### config.mk
export PLATFORM = sky130hd
export DESIGN_NAME = fir_out_buffer_flat
export DESIGN_NICKNAME = d
export VERILOG_FILES = /design/src/rtl/fir_pkg.sv /design/src/rtl/fir_out_buffer_if.sv /design/src/rtl/fir_out_ram.sv /design/src/rtl/fir_out_buffer.sv /design/src/flat_wrapper.sv
export SDC_FILE = /design/constraint.sdc
export NUM_CORES = 1
export LEC_CHECK = 0
export BUFFER_PORTS_ARGS = -buffer_cell sky130_fd_sc_hd__buf_2
export CAP_MARGIN = 20
export CORE_UTILIZATION = 45
export DETAILED_ROUTE_END_ITERATION = 16
export GPL_ROUTABILITY_DRIVEN = 0
export SLEW_MARGIN = 5
export SYNTH_ARGS = -nofsm -noshare
export SYNTH_HDL_FRONTEND = slang
export SYNTH_SLANG_ARGS = --single-unit
### constraint.sdc
create_clock -name axis_clk -period 7.3 [get_ports axis_clk]
set_clock_uncertainty 0.2 [all_clocks]
set_input_delay 0.73 -clock axis_clk [delete_from_list [all_inputs] [get_ports axis_clk]]
set_output_delay 0.73 -clock axis_clk [all_outputs]
set_load 0.02 [all_outputs]
### src/rtl/fir_pkg.sv
// Shared FIR stream constants: default data/counter widths and the
// buffered {tlast, tdata} entry layout used by the FIR and its output buffer.
package fir_pkg;
  localparam int FIR_DATA_W  = 32;
  localparam int FIR_CNT_W   = 10;
  localparam int FIR_ENTRY_W = FIR_DATA_W + 1;

  typedef struct packed {
    logic                  last;
    logic [FIR_DATA_W-1:0] data;
  } fir_beat_t;
endpackage

### src/rtl/fir_out_buffer_if.sv
// AXI-Stream beat bundle (valid/ready/data/last) with master and slave views.
interface fir_out_buffer_if
  import fir_pkg::*;
#(
  parameter int DW = FIR_DATA_W
);
  logic          tvalid;
  logic          tready;
  logic [DW-1:0] tdata;
  logic          tlast;

  modport master (output tvalid, output tdata, output tlast, input  tready);
  modport slave  (input  tvalid, input  tdata, input  tlast, output tready);
endinterface

### src/rtl/fir_out_ram.sv
// FIFO storage: register array with synchronous write and combinational read.
module fir_out_ram #(
  parameter  int pDEPTH = 8,
  parameter  int pWIDTH = 33,
  localparam int AW     = $clog2(pDEPTH)
) (
  input  logic              clk_i,
  input  logic              we_i,
  input  logic [AW-1:0]     waddr_i,
  input  logic [pWIDTH-1:0] wdata_i,
  input  logic [AW-1:0]     raddr_i,
  output logic [pWIDTH-1:0] rdata_o
);
  logic [pWIDTH-1:0] mem_q [pDEPTH];

  always_ff @(posedge clk_i) begin
    if (we_i) mem_q[waddr_i] <= wdata_i;
  end

  assign rdata_o = mem_q[raddr_i];
endmodule

### src/rtl/fir_out_buffer.sv
// Output-side AXI-Stream elastic FIFO behind the FIR; counts egress beats
// per frame and reports the completed frame length when tlast leaves.
module fir_out_buffer
  import fir_pkg::*;
#(
  parameter  int pDATA_WIDTH = FIR_DATA_W,
  parameter  int pDEPTH      = 8,
  parameter  int pCNT_WIDTH  = FIR_CNT_W,
  localparam int AW          = $clog2(pDEPTH),
  localparam int LW          = AW + 1
) (
  input  logic                  axis_clk,
  input  logic                  axis_rst,
  fir_out_buffer_if.slave       s,
  fir_out_buffer_if.master      m,
  output logic [LW-1:0]         level,
  output logic [pCNT_WIDTH-1:0] frame_len,
  output logic                  frame_done
);
  localparam int EW = pDATA_WIDTH + 1;

  logic [AW-1:0]         wptr_q, wptr_d, rptr_q, rptr_d;
  logic [LW-1:0]         level_q, level_d;
  logic [pCNT_WIDTH-1:0] beat_cnt_q, beat_cnt_d, frame_len_q, frame_len_d, beat_inc;
  logic                  done_q, done_d;
  logic                  rdy_q;
  logic                  full, empty, push, pop, pop_last;
  logic [EW-1:0]         rd_entry;

  assign full  = (level_q == LW'(pDEPTH));
  assign empty = (level_q == '0);

  // rdy_q holds tready low until the first edge after reset release
  assign s.tready = rdy_q & ~full;
  assign m.tvalid = ~empty;
  assign {m.tlast, m.tdata} = empty ? '0 : rd_entry;

  assign push     = s.tvalid & rdy_q & ~full;
  assign pop      = ~empty & m.tready;
  assign pop_last = pop & rd_entry[pDATA_WIDTH];
  assign beat_inc = (&beat_cnt_q) ? beat_cnt_q : beat_cnt_q + 1'b1;

  fir_out_ram #(.pDEPTH(pDEPTH), .pWIDTH(EW)) u_ram (
    .clk_i   (axis_clk),
    .we_i    (push),
    .waddr_i (wptr_q),
    .wdata_i ({s.tlast, s.tdata}),
    .raddr_i (rptr_q),
    .rdata_o (rd_entry)
  );

  always_comb begin
    wptr_d      = wptr_q;
    rptr_d      = rptr_q;
    level_d     = level_q;
    beat_cnt_d  = beat_cnt_q;
    frame_len_d = frame_len_q;
    done_d      = pop_last;
    if (push) wptr_d = wptr_q + 1'b1;
    if (pop)  rptr_d = rptr_q + 1'b1;
    unique case ({push, pop})
      2'b10:   level_d = level_q + 1'b1;
      2'b01:   level_d = level_q - 1'b1;
      default: level_d = level_q;
    endcase
    if (pop_last) begin
      frame_len_d = beat_inc;
      beat_cnt_d  = '0;
    end else if (pop) begin
      beat_cnt_d  = beat_inc;
    end
  end

  always_ff @(posedge axis_clk or posedge axis_rst) begin
    if (axis_rst) begin
      wptr_q      <= '0;
      rptr_q      <= '0;
      level_q     <= '0;
      beat_cnt_q  <= '0;
      frame_len_q <= '0;
      done_q      <= 1'b0;
      rdy_q       <= 1'b0;
    end else begin
      wptr_q      <= wptr_d;
      rptr_q      <= rptr_d;
      level_q     <= level_d;
      beat_cnt_q  <= beat_cnt_d;
      frame_len_q <= frame_len_d;
      done_q      <= done_d;
      rdy_q       <= 1'b1;
    end
  end

  assign level      = level_q;
  assign frame_len  = frame_len_q;
  assign frame_done = done_q;
endmodule
### src/flat_wrapper.sv
// flat-port wrapper written by rule: the top's interface ports become plain ports
module fir_out_buffer_flat import fir_pkg::*;
#(
  parameter  int pDATA_WIDTH = FIR_DATA_W,
  parameter  int pDEPTH      = 8,
  parameter  int pCNT_WIDTH  = FIR_CNT_W,
  localparam int AW          = $clog2(pDEPTH),
  localparam int LW          = AW + 1
)
  (axis_clk, axis_rst, level, frame_len, frame_done, s_tvalid, s_tdata, s_tlast, s_tready, m_tvalid, m_tdata, m_tlast, m_tready);
  fir_out_buffer_if s_i ();
  fir_out_buffer_if m_i ();
  input  logic axis_clk;
  input  logic axis_rst;
  output logic [LW-1:0] level;
  output logic [pCNT_WIDTH-1:0] frame_len;
  output logic frame_done;
  input wire logic [$bits(s_i.tvalid)-1:0] s_tvalid;
  input wire logic [$bits(s_i.tdata)-1:0] s_tdata;
  input wire logic [$bits(s_i.tlast)-1:0] s_tlast;
  output wire logic [$bits(s_i.tready)-1:0] s_tready;
  output wire logic [$bits(m_i.tvalid)-1:0] m_tvalid;
  output wire logic [$bits(m_i.tdata)-1:0] m_tdata;
  output wire logic [$bits(m_i.tlast)-1:0] m_tlast;
  input wire logic [$bits(m_i.tready)-1:0] m_tready;
  assign s_i.tvalid = s_tvalid;
  assign s_i.tdata = s_tdata;
  assign s_i.tlast = s_tlast;
  assign s_tready = s_i.tready;
  assign m_tvalid = m_i.tvalid;
  assign m_tdata = m_i.tdata;
  assign m_tlast = m_i.tlast;
  assign m_i.tready = m_tready;
  fir_out_buffer #(.pDATA_WIDTH(pDATA_WIDTH), .pDEPTH(pDEPTH), .pCNT_WIDTH(pCNT_WIDTH)) u_core (.axis_clk(axis_clk), .axis_rst(axis_rst), .s(s_i), .m(m_i), .level(level), .frame_len(frame_len), .frame_done(frame_done));
endmodule
==> impl_results.md <==
* Outcome: finished, final reports clean
* DR vias/cell at ~5.4
* R2R depth at 5
* Via Count at slightly below 6,000
* WL per Instance at ~21 µm
* Clk buf depth at 3
* Footprint of the multi-input gates at about 0.0029 mm²
* CTS buffer count at 30
* Instance count of the mapped netlist at about 610
* Global-route wire length before repair at between 30 and 40 mm
* R2r setup slk at 3.89 ns
* IO Count at 87
* Main area contributors after synthesis: edfxtp_1 68%, mux4_2 12%, dfrtp_1 6.8%
* CP Launch Type: flop
* Number of flops mapped to enable cells by yosys at 264
* IO Port Bufs at 86
* Area leader, netlist: edfxtp_1
* Minimum clock period at approximately 4.2 ns
* Starting Density at between 40% and 50%
* Nets at roughly 760
* Max Fclk at about 240 MHz
* Die area at approximately 0.027 mm²
* FF+latch area at approximately 0.0087 mm²
* Worst-path clk slew at approximately 0.060 ns
* Flops & latches, synth at ~300
* Drt pass-1 iters at 4
* Post-CTS Setup Bufs at 0
* Worst VDD drop at approximately 0.22 mV
* Row Count at between 50 and 60
* Die height at roughly 160 µm
* Synth cell types at 40
* DRC viols at 0
* Reg-to-Reg End: u_core.frame_len[1]
* All-Layer GR Usage at roughly 18%
* Synth async-reset ratio at a little over a tenth
* Hold buffer count at CTS at 0
* Layout cells sized above 1 at just over 30%
* Final Max Tran Viols at 0
* Crit-path max FO at 39
* Post-Syn Area at around 0.012 mm²
* Yosys warnings at 0
* Max-cap viol count at 0
* Root Driver: clkbuf_16
* Tcrit/Tclk final at between 50% and 60%
* Worst endpoint required time at around 6.4 ns
* Setup Viol. Count Final at 0
* Resized cells post-CTS at 0
* Htree depth at 1
* Die width at between 150 and 200 µm
* Final core occ at a little over half
* Area of the core at around 0.025 mm²
* Layout area overhead at 15.08%
* CTS sink cnt at approximately 300
* Sequential share of the synthesized area at between 70% and 80%
* RSZ-0062 raised after global routing: false
* Worst Path Class, Setup: flop to primary output
* Number of fill cells at between 2,000 and 2,500
* Post-synth top area share at between 60% and 70%
* Global route overflow at 0
* CP startpoint: u_core.rptr_q[0]
* Critical path arrival at 3.24 ns
* Vias in the first global route at between 6,000 and 7,000
* Post-route ant nets at 0
* Iteration-0 DRC Markers at about 300
* Largest net degree at the start of global routing at 71
* Final hold violation count at 0
* Pleak at 4.701 nW
* Syn_nets at 657
* TNS Setup at 0 ns
* Worst-Margin Slew at 1.049 ns
* Crit Reg-Reg Startpoint: u_core.rptr_q[1]
* Synth Flop Type: edfxtp_1
* Synthesized area per cell at 19.11 µm²
* Power density over the cells at ~380 mW/mm²
* Later-pin clock latency in the skew report at 0.54 ns
* Worst min-delay path class: input pin to asynchronous set/reset pin
* Slew margin rel. at between 30% and 40%
* N_diodes at 0
* Initial antenna violation count at 1
* Critical Path Sink Type: primary output
* Drt total wl at 22.93 mm
* Post-DP HPWL at 12.42 mm
* CTS tree: yes
* Worst Hold Slack at approximately 0.076 ns
[report_power, final]
part	switching [mW]	internal [mW]
clock network	0.595	0.839
registers	0.220	2.00
logic	0.827	0.672
total	1.64	3.52
[placed cells by master (no fill, tap or decap), types with 2 or more instances in the layout]
master | netlist | routed
xor2_1 | 7 | 7
dfrtp_4 | 0 | 2
mux4_2 | 64 | 64
o21ai_0 | 20 | 20
bufinv_16 | 0 | 2
mux2i_1 | 40 | 40
o2111ai_1 | 2 | 2
nor3_2 | 1 | 3
or3_1 | 3 | 3
edfxtp_1 | 264 | 264
ha_1 | 6 | 6
and3_1 | 2 | 2
buf_2 | 11 | 86
clkbuf_1 | 6 | 6
nor2b_1 | 3 | 3
dfrtp_1 | 32 | 29
inv_1 | 9 | 9
a21oi_1 | 14 | 14
nand2_1 | 21 | 21
nor2_4 | 0 | 6
nand2b_1 | 4 | 4
clkbuf_16 | 0 | 31
xnor2_1 | 6 | 6
nor3_1 | 5 | 3
nor2_1 | 52 | 46
inv_2 | 2 | 2
nand4_1 | 3 | 3
clkinv_1 | 0 | 6
buf_4 | 10 | 13
nand3b_1 | 2 | 2
clkinv_2 | 0 | 8
mux2_2 | 2 | 2
nand3_1 | 8 | 8
[through the flow]
step	setup slack, ns	cell area (µm²)	std cells	total power [mW]
global placement	3.636	12570	1013	3.768
CTS	3.028	13500	1067	5.236
floorplan	2.658	11730	614	3.331
finish	3.134	13500	1067	5.159
global route	2.869	13500	1067	5.412
detailed placement	3.624	12570	1013	3.795
[logic make-up after synthesis]
| family | synth area share [%] |
|---|---|
| multiplexers | 15.89 |
| flip-flops | 74.40 |
| AND/OR/NAND/NOR | 4.245 |
| XOR/XNOR | 0.9706 |
| adder cells (fa/ha/maj) | 0.6399 |
| other | 0.03197 |
| buffers and inverters | 1.749 |
| AO/OA/AOI/OAI | 2.069 |
[cells in the mapped netlist, types with 4 or more instances]
library cell and count:
edfxtp_1 264, dfrtp_1 32, buf_2 11, buf_4 10, mux4_2 64, ha_1 6, xor2_1 7, nand2b_1 4
clkbuf_1 6, o21ai_0 20, xnor2_1 6, nand3_1 8, a21oi_1 14, nand2_1 21, mux2i_1 40, nor2_1 52
inv_1 9, nor3_1 5
[per-layer routing]
layer,global-route usage (%),part of all wire [%],up-vias
li1,-,-,2632
met1,22.85,43,3022
met2,30.39,51,113
met3,3.123,4.8,29
met4,4.377,1.4,2
met5,0,0.052,-
[critical path: stages, from the launching register on]
cell     delay (ns)
dfrtp_4        0.94
buf_4          0.68
mux4_2         0.60
mux2i_1        0.18
nor2_1         0.07
buf_2          0.18
[how the worst max path moves through the flow]
stage | slack, ns | cells after the start | end
floorplan | 2.66 | 6 | u_core.u_ram.mem_q[0][0]
global placement | 3.64 | 5 | m_tdata[0]
detailed placement | 3.62 | 5 | m_tdata[24]
CTS | 3.03 | 5 | m_tdata[24]
global route | 2.87 | 5 | m_tdata[29]
finish | 3.13 | 5 | m_tdata[29]
[flip-flops by register name, summed over array words and instances, names as in the netlist]
| register | cells |
|---|---|
| u_core.rptr_q | 3 |
| u_core.u_ram.mem_q | 264 |
| u_core.beat_cnt_q | 10 |
| u_core.level | 4 |
| u_core.wptr_q | 3 |
| u_core.rdy_q | 1 |
| u_core.frame_done | 1 |
| u_core.frame_len | 10 |
[area by class of cell]
cell class	count	area share, %
Clock buffer	37	5.913
Clock inverter	17	0.9639
Inverter	11	0.3058
Multi-Input combinational cell	277	21.13
Sequential cell	296	64.72
Tap cell	330	3.058
Timing Repair Buffer	99	3.911
No activity file was read; power rests on OpenSTA's default activity.
